<file path="config.mk">
export PLATFORM = sky130hd
export DESIGN_NAME = lmfe_ctrl
export DESIGN_NICKNAME = d
export VERILOG_FILES = /design/src/rtl/lmfe_pkg.sv /design/src/rtl/lmfe_addr_gen.sv /design/src/rtl/lmfe_ctrl.sv
export SDC_FILE = /design/constraint.sdc
export NUM_CORES = 1
export LEC_CHECK = 0
export CAP_MARGIN = 40
export CORE_ASPECT_RATIO = 1.25
export CORE_MARGIN = 3
export CORE_UTILIZATION = 52
export CTS_CLUSTER_DIAMETER = 200
export CTS_CLUSTER_SIZE = 28
export DETAILED_ROUTE_END_ITERATION = 12
export PLACE_DENSITY = 0.85
export SYNTH_ARGS = -nofsm -noshare
export SYNTH_HDL_FRONTEND = slang
export SYNTH_SLANG_ARGS = --single-unit
</file>
<file path="constraint.sdc">
create_clock -name clk -period 3.6 [get_ports clk]
set_input_delay 0.72 -clock clk [delete_from_list [all_inputs] [get_ports clk]]
set_output_delay 0.72 -clock clk [all_outputs]
set_load 0.005 [all_outputs]
</file>
<file path="src/rtl/lmfe_pkg.sv">
// Shared constants, FSM encoding and update modes for the LMFE controller.
// Imported by the controller top and its address generator.
package lmfe_pkg;

    localparam int WIN      = 7;
    localparam int HALF     = 3;
    localparam int WIN_AREA = WIN * WIN;

    localparam logic [7:0] PAD   = 8'h00;
    localparam logic [7:0] EMPTY = 8'hff;

    localparam logic [2:0] S_IDLE   = 3'd0;
    localparam logic [2:0] S_FILL   = 3'd1;
    localparam logic [2:0] S_SLIDE  = 3'd2;
    localparam logic [2:0] S_FLUSH  = 3'd3;
    localparam logic [2:0] S_FINISH = 3'd4;

    localparam logic [2:0] LAST_IDX = 3'(WIN - 1);

    typedef enum logic [1:0] {
        M_FILL,
        M_SLIDE,
        M_FLUSH
    } mode_t;

    typedef logic signed [15:0] coord_t;

    // Window index 0..6 to signed offset -3..3
    function automatic coord_t offs(input logic [2:0] idx);
        return coord_t'({13'd0, idx}) - coord_t'(HALF);
    endfunction

endpackage

</file>
<file path="src/rtl/lmfe_addr_gen.sv">
// Signed (row, col) to linear RAM address with an out-of-image flag.
// Out-of-image coordinates return address 0; the caller pads instead.
module lmfe_addr_gen
    import lmfe_pkg::*;
#(
    parameter int W  = 8,
    parameter int H  = 8,
    parameter int AW = 6
) (
    input  coord_t          i_row,
    input  coord_t          i_col,
    output logic [AW-1:0]   o_addr,
    output logic            o_oob
);

    logic w_oob;

    assign w_oob = (i_row < 0) || (i_row > coord_t'(H - 1))
                || (i_col < 0) || (i_col > coord_t'(W - 1));

    assign o_oob  = w_oob;
    assign o_addr = w_oob ? '0 : AW'(i_row * coord_t'(W) + i_col);

endmodule

</file>
<file path="src/rtl/lmfe_ctrl.sv">
// 7x7 local-median filter controller: walks the image in raster order,
// streams insert/delete updates to the median engine, writes MED out.
module lmfe_ctrl
    import lmfe_pkg::*;
#(
    parameter int W  = 8,
    parameter int H  = 8,
    parameter int AW = 6
) (
    input  logic            clk,
    input  logic            RST,
    input  logic            START,
    output logic [AW-1:0]   RADDR_I,
    input  logic [7:0]      RDATA_I,
    output logic [AW-1:0]   RADDR_D,
    input  logic [7:0]      RDATA_D,
    output logic            SEN,
    output logic [7:0]      INS,
    output logic [7:0]      DEL,
    input  logic [7:0]      MED,
    output logic            WEN,
    output logic [AW-1:0]   WADDR,
    output logic [7:0]      WDATA,
    output logic            BUSY,
    output logic            DONE
);

    logic [2:0]     r_state;
    coord_t         r_y;
    coord_t         r_x;
    logic [2:0]     r_dy;
    logic [2:0]     r_dx;
    logic           r_busy;
    logic           r_done;
    logic           r_fin;

    logic           r_v1;
    mode_t          r_mode1;
    logic           r_ioob1;
    logic           r_doob1;
    logic           r_mk1;
    logic           r_mk2;
    logic [AW-1:0]  r_wa1;
    logic [AW-1:0]  r_wa2;

    logic           r_wen;
    logic [AW-1:0]  r_waddr;
    logic [7:0]     r_wdata;

    logic           w_issue;
    mode_t          w_mode;
    coord_t         w_row;
    coord_t         w_icol;
    coord_t         w_dcol;
    logic [AW-1:0]  w_iaddr;
    logic [AW-1:0]  w_daddr;
    logic           w_ioob;
    logic           w_doob;
    logic           w_last_win;
    logic           w_mark;
    logic [AW-1:0]  w_waddr;

    assign w_issue = (r_state == S_FILL)
                  || (r_state == S_SLIDE)
                  || (r_state == S_FLUSH);

    assign w_row      = r_y + offs(r_dy);
    assign w_last_win = (r_dy == LAST_IDX) && (r_dx == LAST_IDX);

    // A pixel's window is complete on the last FILL issue (x=0)
    // or on the last row of each SLIDE step (x>=1).
    assign w_mark = ((r_state == S_FILL) && w_last_win)
                 || ((r_state == S_SLIDE) && (r_dy == LAST_IDX));

    assign w_waddr = AW'(r_y * coord_t'(W) + r_x);

    // Update mode and column of each read port for the current issue
    always_comb begin
        w_mode = M_FILL;
        w_icol = '0;
        w_dcol = '0;
        unique case (r_state)
            S_FILL: begin
                w_mode = M_FILL;
                w_icol = offs(r_dx);
            end
            S_SLIDE: begin
                w_mode = M_SLIDE;
                w_icol = r_x + coord_t'(HALF);
                w_dcol = r_x - coord_t'(HALF + 1);
            end
            S_FLUSH: begin
                w_mode = M_FLUSH;
                w_dcol = r_x + offs(r_dx);
            end
            default: ;
        endcase
    end

    lmfe_addr_gen #(
        .W  (W),
        .H  (H),
        .AW (AW)
    ) u_ins_addr (
        .i_row  (w_row),
        .i_col  (w_icol),
        .o_addr (w_iaddr),
        .o_oob  (w_ioob)
    );

    lmfe_addr_gen #(
        .W  (W),
        .H  (H),
        .AW (AW)
    ) u_del_addr (
        .i_row  (w_row),
        .i_col  (w_dcol),
        .o_addr (w_daddr),
        .o_oob  (w_doob)
    );

    assign RADDR_I = (w_issue && (w_mode != M_FLUSH)) ? w_iaddr : '0;
    assign RADDR_D = (w_issue && (w_mode != M_FILL))  ? w_daddr : '0;

    // Sequencer: row/column/window counters and phase transitions
    always_ff @(posedge clk or posedge RST) begin
        if (RST) begin
            r_state <= S_IDLE;
            r_y     <= '0;
            r_x     <= '0;
            r_dy    <= '0;
            r_dx    <= '0;
            r_busy  <= 1'b0;
            r_done  <= 1'b0;
            r_fin   <= 1'b0;
        end else begin
            unique case (r_state)
                S_IDLE: begin
                    r_done <= 1'b0;
                    if (START) begin
                        r_state <= S_FILL;
                        r_busy  <= 1'b1;
                        r_y     <= '0;
                        r_x     <= '0;
                        r_dy    <= '0;
                        r_dx    <= '0;
                    end
                end
                S_FILL, S_FLUSH: begin
                    if (r_dx == LAST_IDX) begin
                        r_dx <= '0;
                        if (r_dy == LAST_IDX) begin
                            r_dy <= '0;
                            if (r_state == S_FILL) begin
                                r_state <= (W > 1) ? S_SLIDE : S_FLUSH;
                                r_x     <= (W > 1) ? 16'sd1 : 16'sd0;
                            end else if (r_y == coord_t'(H - 1)) begin
                                r_state <= S_FINISH;
                                r_fin   <= 1'b0;
                            end else begin
                                r_state <= S_FILL;
                                r_y     <= r_y + 16'sd1;
                                r_x     <= '0;
                            end
                        end else begin
                            r_dy <= r_dy + 3'd1;
                        end
                    end else begin
                        r_dx <= r_dx + 3'd1;
                    end
                end
                S_SLIDE: begin
                    if (r_dy == LAST_IDX) begin
                        r_dy <= '0;
                        if (r_x == coord_t'(W - 1)) begin
                            r_state <= S_FLUSH;
                        end else begin
                            r_x <= r_x + 16'sd1;
                        end
                    end else begin
                        r_dy <= r_dy + 3'd1;
                    end
                end
                S_FINISH: begin
                    // First cycle: last flush update lands; pulse DONE next
                    if (!r_fin) begin
                        r_fin  <= 1'b1;
                        r_done <= 1'b1;
                    end else begin
                        r_done  <= 1'b0;
                        r_busy  <= 1'b0;
                        r_state <= S_IDLE;
                    end
                end
                default: begin
                    r_state <= S_IDLE;
                end
            endcase
        end
    end

    // Delay line: pad flags for the data cycle, write marks to the sample point
    always_ff @(posedge clk or posedge RST) begin
        if (RST) begin
            r_v1    <= 1'b0;
            r_mode1 <= M_FILL;
            r_ioob1 <= 1'b0;
            r_doob1 <= 1'b0;
            r_mk1   <= 1'b0;
            r_mk2   <= 1'b0;
            r_wa1   <= '0;
            r_wa2   <= '0;
        end else begin
            r_v1    <= w_issue;
            r_mode1 <= w_mode;
            r_ioob1 <= w_ioob;
            r_doob1 <= w_doob;
            r_mk1   <= w_mark;
            r_mk2   <= r_mk1;
            r_wa1   <= w_waddr;
            r_wa2   <= r_wa1;
        end
    end

    // Engine update values: RAM data, pad, or EMPTY when not used
    always_comb begin
        SEN = 1'b1;
        INS = EMPTY;
        DEL = EMPTY;
        if (r_v1) begin
            SEN = 1'b0;
            if (r_mode1 != M_FLUSH) begin
                INS = r_ioob1 ? PAD : RDATA_I;
            end
            if (r_mode1 != M_FILL) begin
                DEL = r_doob1 ? PAD : RDATA_D;
            end
        end
    end

    // Result write: MED is sampled two cycles after the pixel's last issue
    always_ff @(posedge clk or posedge RST) begin
        if (RST) begin
            r_wen   <= 1'b0;
            r_waddr <= '0;
            r_wdata <= '0;
        end else begin
            r_wen <= r_mk2;
            if (r_mk2) begin
                r_waddr <= r_wa2;
                r_wdata <= MED;
            end
        end
    end

    assign WEN   = r_wen;
    assign WADDR = r_waddr;
    assign WDATA = r_wdata;
    assign BUSY  = r_busy;
    assign DONE  = r_done;

endmodule

</file>
==> summary.txt <==
most common cell after layout, fill and taps aside - buf_4
I/O Buffers - 72
GRT overflow - 0
clock buffers created by TritonCTS - 9
Critical Path Start Type - flip-flop
cell count after placement - 1104
Netlist cell types - 70
initial antenna violation count - 1
initial detailed-routing violation count - 770
compound-cell area share of the yosys netlist - 22.9%
CP Max Fanout - 3
mux contribution to synthesized area - 4.42%
CP Data Arrival Time - 3.68 ns
clock power share - 11.3%
Critical Path RT - 2.88 ns
clk_lat worst skew - 0.35 ns
design area - 0.00929 mm^2
HPWL Detailed - 15300 um
Final #Nets - 1058
routability cong. - 0.912
min-delay worst type - reg2reg
Routed wire per std cell - 22.3 um
Tot GR Track Use - 38.4%
die width - 103 um
Final Hold Vio Count - 0
failing checks - negative setup slack
largest family of logic cells by synthesized area - compound AO/OA/AOI/OAI gates
switching share of power - 45.0%
Initial Util - 54.3%
Net Count, Synth - 813
RSZ-0062 raised after global routing - true
Peak VDD IR - 827 uV
Reg clk slew, reported paths - 0.06 ns
Yosys top cell area share - 31.6%
most frequent cells in the layout - buf_4 (174), dfrtp_1 (73), o21ai_0 (72), nand2_1 (67)
Area Growth Syn to Fin - 50.7%
via count - 7401
Final Skew - 0.00943 ns
ys flop type - dfrtp_1
Comb pwr share - 73.2%
Final period util - 122%
largest net degree at the start of global routing - 49
crit-path leading delay family - compound AO/OA/AOI/OAI gates
row count - 43
layout cells sized above 1 - 33.4%
post-synthesis adder-cell area fraction - 10.3%
Setup crit end kind - primary output
post-route non-filler standard cell count - 1144
CTS tree - built
utilization after layout - 81.8%
CP max stage delay - 0.43 ns
Yosys top cell by area - dfrtp_1
diode count - 0
dpl cell area - 0.00830 mm^2
clk root buf - clkbuf_16
Async SR Flop Fraction - 100%
max_slew headroom - 42.5%
Gate Count Post-Synth - 738
crit path cell chain - inv_2 > ha_4 > inv_6 > fa_2 > a211oi_2 > o21bai_1 > a21oi_2 > o221a_1 > or3_1 > o211ai_1 > o41ai_4 > buf_4 > buf_6 > nor3b_2 > buf_2
vias in the first global route - 7501
full die area - 0.0132 mm^2
Crit-path slowest cell - dfrtp_2
max cap viols - 0
crit path buf inv count - 5
Die Span Y - 128 um
Post-CTS Hold Fix Bufs - 0
I/O pins - 73
post-synthesis xor/xnor area fraction - 4.97%
antenna viol nets, final - 0
number of synthesized flops with an enable pin - 0
worst hold margin - 0.350 ns
global-route wire length before repair - 39100 um
Post-Synthesis Cell Area - 0.00617 mm^2
DRT Pass-1 Iters - 6
Worst-Margin Slew - 0.859 ns
Sinks on Clock Net - 78
flop-to-flop setup slack - 0.11 ns
yosys warns - 0
PwrDens - 893 mW/mm^2
H-tree depth - 3
Syn Area/Cell - 8.36 um^2
core area - 0.0114 mm^2
FF+latch count, synth - 78
vias per cell - 6.47
Post-Route WL - 25500 um
CTS Buffer Depth - 2
Pint - 4.56 mW
# setup viols final - 12
Max Slew Vio Count - 0
register area share after synthesis - 31.6%
synth top area cells - dfrtp_1 (32%), ha_1 (8.7%), o21ai_0 (6.2%), nand2_1 (4.1%), nor2_1 (3.9%)
NetSw - 3.74 mW
Worst Setup Path Type - reg2out
leak pwr - 4.17 nW
final setup margin - -0.804 ns
status - finished with violations
drt drc - 0
post-synthesis simple-gate area fraction - 20.5%
sequential fraction of design power - 15.5%
final worst path period need - 4.40 ns
Peak Freq - 0.227 GHz
[cell usage after synthesis (all sizes together), types with 4 or more instances]
| cell type | count |
|---|---|
| a211oi | 8 |
| ha | 43 |
| nand2 | 68 |
| nor2 | 65 |
| o21ai | 84 |
| dfrtp | 78 |
| nor4 | 7 |
| a21oi | 40 |
| a22oi | 5 |
| a31oi | 10 |
| nor3b | 10 |
| xor2 | 16 |
| nand2b | 6 |
| nor3 | 26 |
| mux2i | 7 |
| o21bai | 5 |
| o31ai | 11 |
| mux2 | 16 |
| inv | 47 |
| nand3 | 22 |
| xnor2 | 19 |
| o22ai | 4 |
| and3 | 10 |
| a21o | 15 |
| buf | 11 |
| o41ai | 7 |
| and2 | 5 |
| clkbuf | 19 |
| nand4 | 15 |
| nor2b | 9 |
| o21a | 5 |
| o211ai | 6 |
| fa | 5 |
[final timing paths]
kind	end	from	cells past startpoint
setup / recovery	RADDR_D[5]	r_dx[0]$_DFFE_PP0P_	15
hold / removal	r_wa2[0]$_DFF_PP0_	r_wa1[0]$_DFF_PP0_	0
setup reg to reg	r_doob1$_DFF_PP0_	r_dx[0]$_DFFE_PP0P_	14
hold reg to reg	r_wa2[0]$_DFF_PP0_	r_wa1[0]$_DFF_PP0_	0
max in group asynchronous	r_x[1]$_DFFE_PP0P_	RST	3
min in group asynchronous	r_y[5]$_DFFE_PP0P_	RST	2
[repair_timing]
item,in CTS,in global routing
buffers inserted,21,8
endpoints found under the setup margin,12,12
gates resized for setup,124,38
pin swaps,43,29
endpoints found under the hold margin,0,0
[power by group through the flow]
stage	Clock, mW	Sequential, mW	Combinational [mW]
after floorplan	0	1.21	2.58
after global placement	0	1.20	4.63
after detailed placement	0	1.22	4.80
after CTS	0.926	1.25	5.40
after global routing	0.979	1.29	6.41
final	0.938	1.28	6.08
[per-layer routing]
metal | vias to the layer above | wire (um) | GRT usage, %
li1 | 3164 | - | -
met1 | 3450 | 8190 | 41.2
met2 | 546 | 12700 | 66.6
met3 | 239 | 2130 | 8.98
met4 | 2 | 2480 | 23.2
met5 | - | 13 | 0
[worst reg2reg max path, delay by kind of cell, from the launching register on]
kind / cells / cell delay (ns)
compound gates: 7 / 1.74
xor+xnor: 1 / 0.12
buf+inv: 4 / 0.40
flops: 1 / 0.43
fa+ha+maj: 2 / 0.67
[flip-flops by register name (all words and copies together), names as in the netlist, 2 cells and up]
register / count
r_dx: 3
r_wa1: 6
r_mode1: 2
WDATA: 8
r_dy: 3
r_wa2: 6
WADDR: 6
r_state: 3
r_y: 16
r_x: 16
[stage by stage]
stage,worst slack [ns],TNS (ns),power (mW)
3_5_place_dp,-1.04,-10.71,6.03
6_report,-0.804,-8.59,8.30
5_1_grt,-0.884,-9.85,8.68
2_1_floorplan,0.00425,0,3.78
3_3_place_gp,-0.906,-9.94,5.84
4_1_cts,-0.651,-6.93,7.57
[cells by family (layout without fill, tap and decap cells)]
family / count (synthesis) / in the layout
compound gates: 219 / 219
xor+xnor: 35 / 35
buf+inv: 77 / 326
flops: 78 / 78
mux: 24 / 24
fa+ha+maj: 48 / 48
simple gates: 257 / 257
[final cells by class]
cell class / count / area (um^2)
repair buffers: 264 / 2200
clock inverters: 6 / 71.3
well taps: 157 / 196
clock buffers: 9 / 225
fillers: 626 / 2060
flip-flops and latches: 78 / 1960
multi-input cells: 583 / 4460
inverters: 47 / 184
(Power assumes the default switching activity.)
==> RTL edit, RTL diff (same flow settings) <==
`W` is set to 8 in 2 places; all go to 4.
--- a/src/rtl/lmfe_addr_gen.sv
+++ b/src/rtl/lmfe_addr_gen.sv
@@ -4,5 +4,5 @@
     import lmfe_pkg::*;
 #(
-    parameter int W  = 8,
+    parameter int W  = 4,
     parameter int H  = 8,
     parameter int AW = 6
--- a/src/rtl/lmfe_ctrl.sv
+++ b/src/rtl/lmfe_ctrl.sv
@@ -4,5 +4,5 @@
     import lmfe_pkg::*;
 #(
-    parameter int W  = 8,
+    parameter int W  = 4,
     parameter int H  = 8,
     parameter int AW = 6
Check against the original RTL: no difference found for any inputs over 10 cycles, from zero or initial values and one cycle with RST high; that may be too few to reach the edited logic, so the function may still have changed.
==> RTL edit against the unedited design <==
- sequential share of layout area is 0.49 points higher
- count of clock-buffer cells in the layout is 1 higher
- routed wire length is 4.9% lower
- sequential cell count stayed put
- the run still ends with setup timing left
- design area is 2.5% lower
- area after synthesis is 0.55% higher
- power is 7.4% lower
- first-iteration DRC count is 6.0% higher
- worst setup slack worse by 0.30 ns
==> RTL edit: results (changes against the unedited design) <==
metric,value,unit,change
ratio of cells with drive above 1 in the final layout,0.286,,-0.0481
Worst Setup SP,r_dy[1],,
Num CTS Buffers,9,,unchanged
CP max FO,4,,+1
Fill cells,641,,+2.4%
Setup WS post-layout,-1.10,ns,-0.295 ns
total wire length,24300,um,-4.9%
distinct cell type count after synthesis,70,,unchanged
fin nets,1061,,+0.28%
DRT iter0 DRCs,816,,+6.0%
Reg2Reg Depth,12,,-2
synth cell count leaders,"dfrtp_1 (78), nor2_1 (69), o21ai_0 (66)",,
first-pass GRT wire length,38000,um,-2.8%
Setup Viol. Count Final,13,,+1
VDD IR max,0.000575,V,-30%
via-per-instance ratio,6.42,,-0.84%
total negative slack,-10.93,ns,-2.33 ns
dpl cell area,0.00850,mm2,+2.4%
CTS root buf,clkbuf_16,,
async set or reset register ratio after synthesis,1.00,,unchanged
Synthesized Nets,818,,+0.62%
clk buf depth,2,,unchanged
GP Congestion,0.980,,+7.4%
htree depth,3,,unchanged
failing checks,setup timing,,
GR Util All Layers,0.358,,-0.0253
Port Buffers,72,,unchanged
Reg2Reg Setup Slack,-0.09,ns,-0.20 ns
status,finished with violations,,
Worst R2R End,r_doob1,,
largest cells by area after synthesis,"dfrtp_1 (31%), ha_1 (9.9%), o21ai_0 (5.3%)",,
Worst EP arrival,3.98,ns,+0.30 ns
RR Startpoint,r_dy[1],,
Syn Inst Count,737,,-0.14%
clock skew,0.0154,ns,+0.00601 ns
DPL Wire Length,15500,um,+1.3%
routed len/inst,21.2,um,-4.7%
sequential element share of the synthesized area,0.315,,-0.00172
vias in the first global route,7311,,-2.5%
initial antenna violation count,0,,-1
largest net degree at the start of global routing,50,,+2.0%
slew margin rel.,0.510,,+0.0843
LEAKAGE,0.00435,uW,+4.3%
[RTL edit: cell count changes after synthesis, moves of 6 or more]
cell,before,now
nor3_1,25,18
nand2b_1,6,12
o21ai_1,7,1
ha_1,43,49
xor2_1,16,28
nor3b_1,10,3
o21ai_0,77,66
clkbuf_1,19,25
xnor2_1,19,26
o31ai_1,11,4
nand2_1,68,51
[RTL edit: power breakdown]
| group | internal, uW | total (uW) | switching [uW] |
|---|---|---|---|
| Combinational | 2590 | 5470 | 2880 |
| Sequential | 1040 | 1190 | 144 |
| Clock | 615 | 1020 | 409 |
[RTL edit: metrics by stage]
step / hold slack (ns) / total power, uW / worst slack [ns] / util
after floorplan: 0.331 / 3720 / -0.239 / -
final: 0.357 / 7680 / -1.10 / 0.798
after detailed placement: 0.339 / 5760 / -1.03 / 0.749
after global routing: 0.362 / 8060 / -1.24 / 0.798
after global placement: 0.333 / 5540 / -0.906 / 0.749
after CTS: 0.353 / 7220 / -1.03 / 0.791
[RTL edit: kinds of logic after synthesis]
logic type / synth area share
AO/OA/AOI/OAI: 0.207
flip-flops: 0.315
adder cells (fa/ha/maj): 0.115
multiplexers: 0.0339
buffers and inverters: 0.0500
AND/OR/NAND/NOR: 0.203
XOR/XNOR: 0.0763
[RTL edit: area by class of cell]
type	instances	area, um2	area share
multi-input combinational	578	4250	0.469
timing repair buffer	264	2150	0.237
sequential	78	1950	0.216
clock buffer	10	229	0.0253
tap	157	196	0.0217
inverter	49	186	0.0206
clock inverter	6	93.8	0.0104
[RTL edit: worst max-delay path, cell delays in order, from the launching register on]
cell	delay, ns
dfrtp_2	0.48
ha_4	0.20
xnor2_2	0.24
ha_4	0.28
o21ai_1	0.26
nor3_2	0.12
a221oi_2	0.31
xor2_1	0.22
a31oi_2	0.14
nor4_4	0.32
or4b_4	0.56
buf_6	0.17
nor4_4	0.16
buf_2	0.16
[RTL edit: layer usage]
metal / track usage / vias up / routed length (um)
li1: - / 3149 / -
met1: 0.399 / 3421 / 8570
met2: 0.627 / 565 / 11500
met3: 0.0705 / 191 / 2180
met4: 0.236 / 0 / 2050
met5: 0 / - / 0
[RTL edit: how the worst min path moves through the flow]
stage	from	endpoint	slack, ns	depth (start not counted)
global placement	r_wa1[0]	r_wa2[0]	0.33	0
detailed placement	r_wa1[5]	r_wa2[5]	0.34	0
finish	r_wa1[2]	r_wa2[2]	0.36	0
CTS	r_wa1[4]	r_wa2[4]	0.35	0
floorplan	r_mk1	r_mk2	0.33	0
global route	r_mk1	r_mk2	0.36	0
[RTL edit: what timing repair did]
action | 4_1_cts | 5_1_grt
buffers inserted | 13 | 4
endpoints found under the setup margin | 13 | 14
pin swaps | 13 | 13
gates resized for setup | 76 | 16
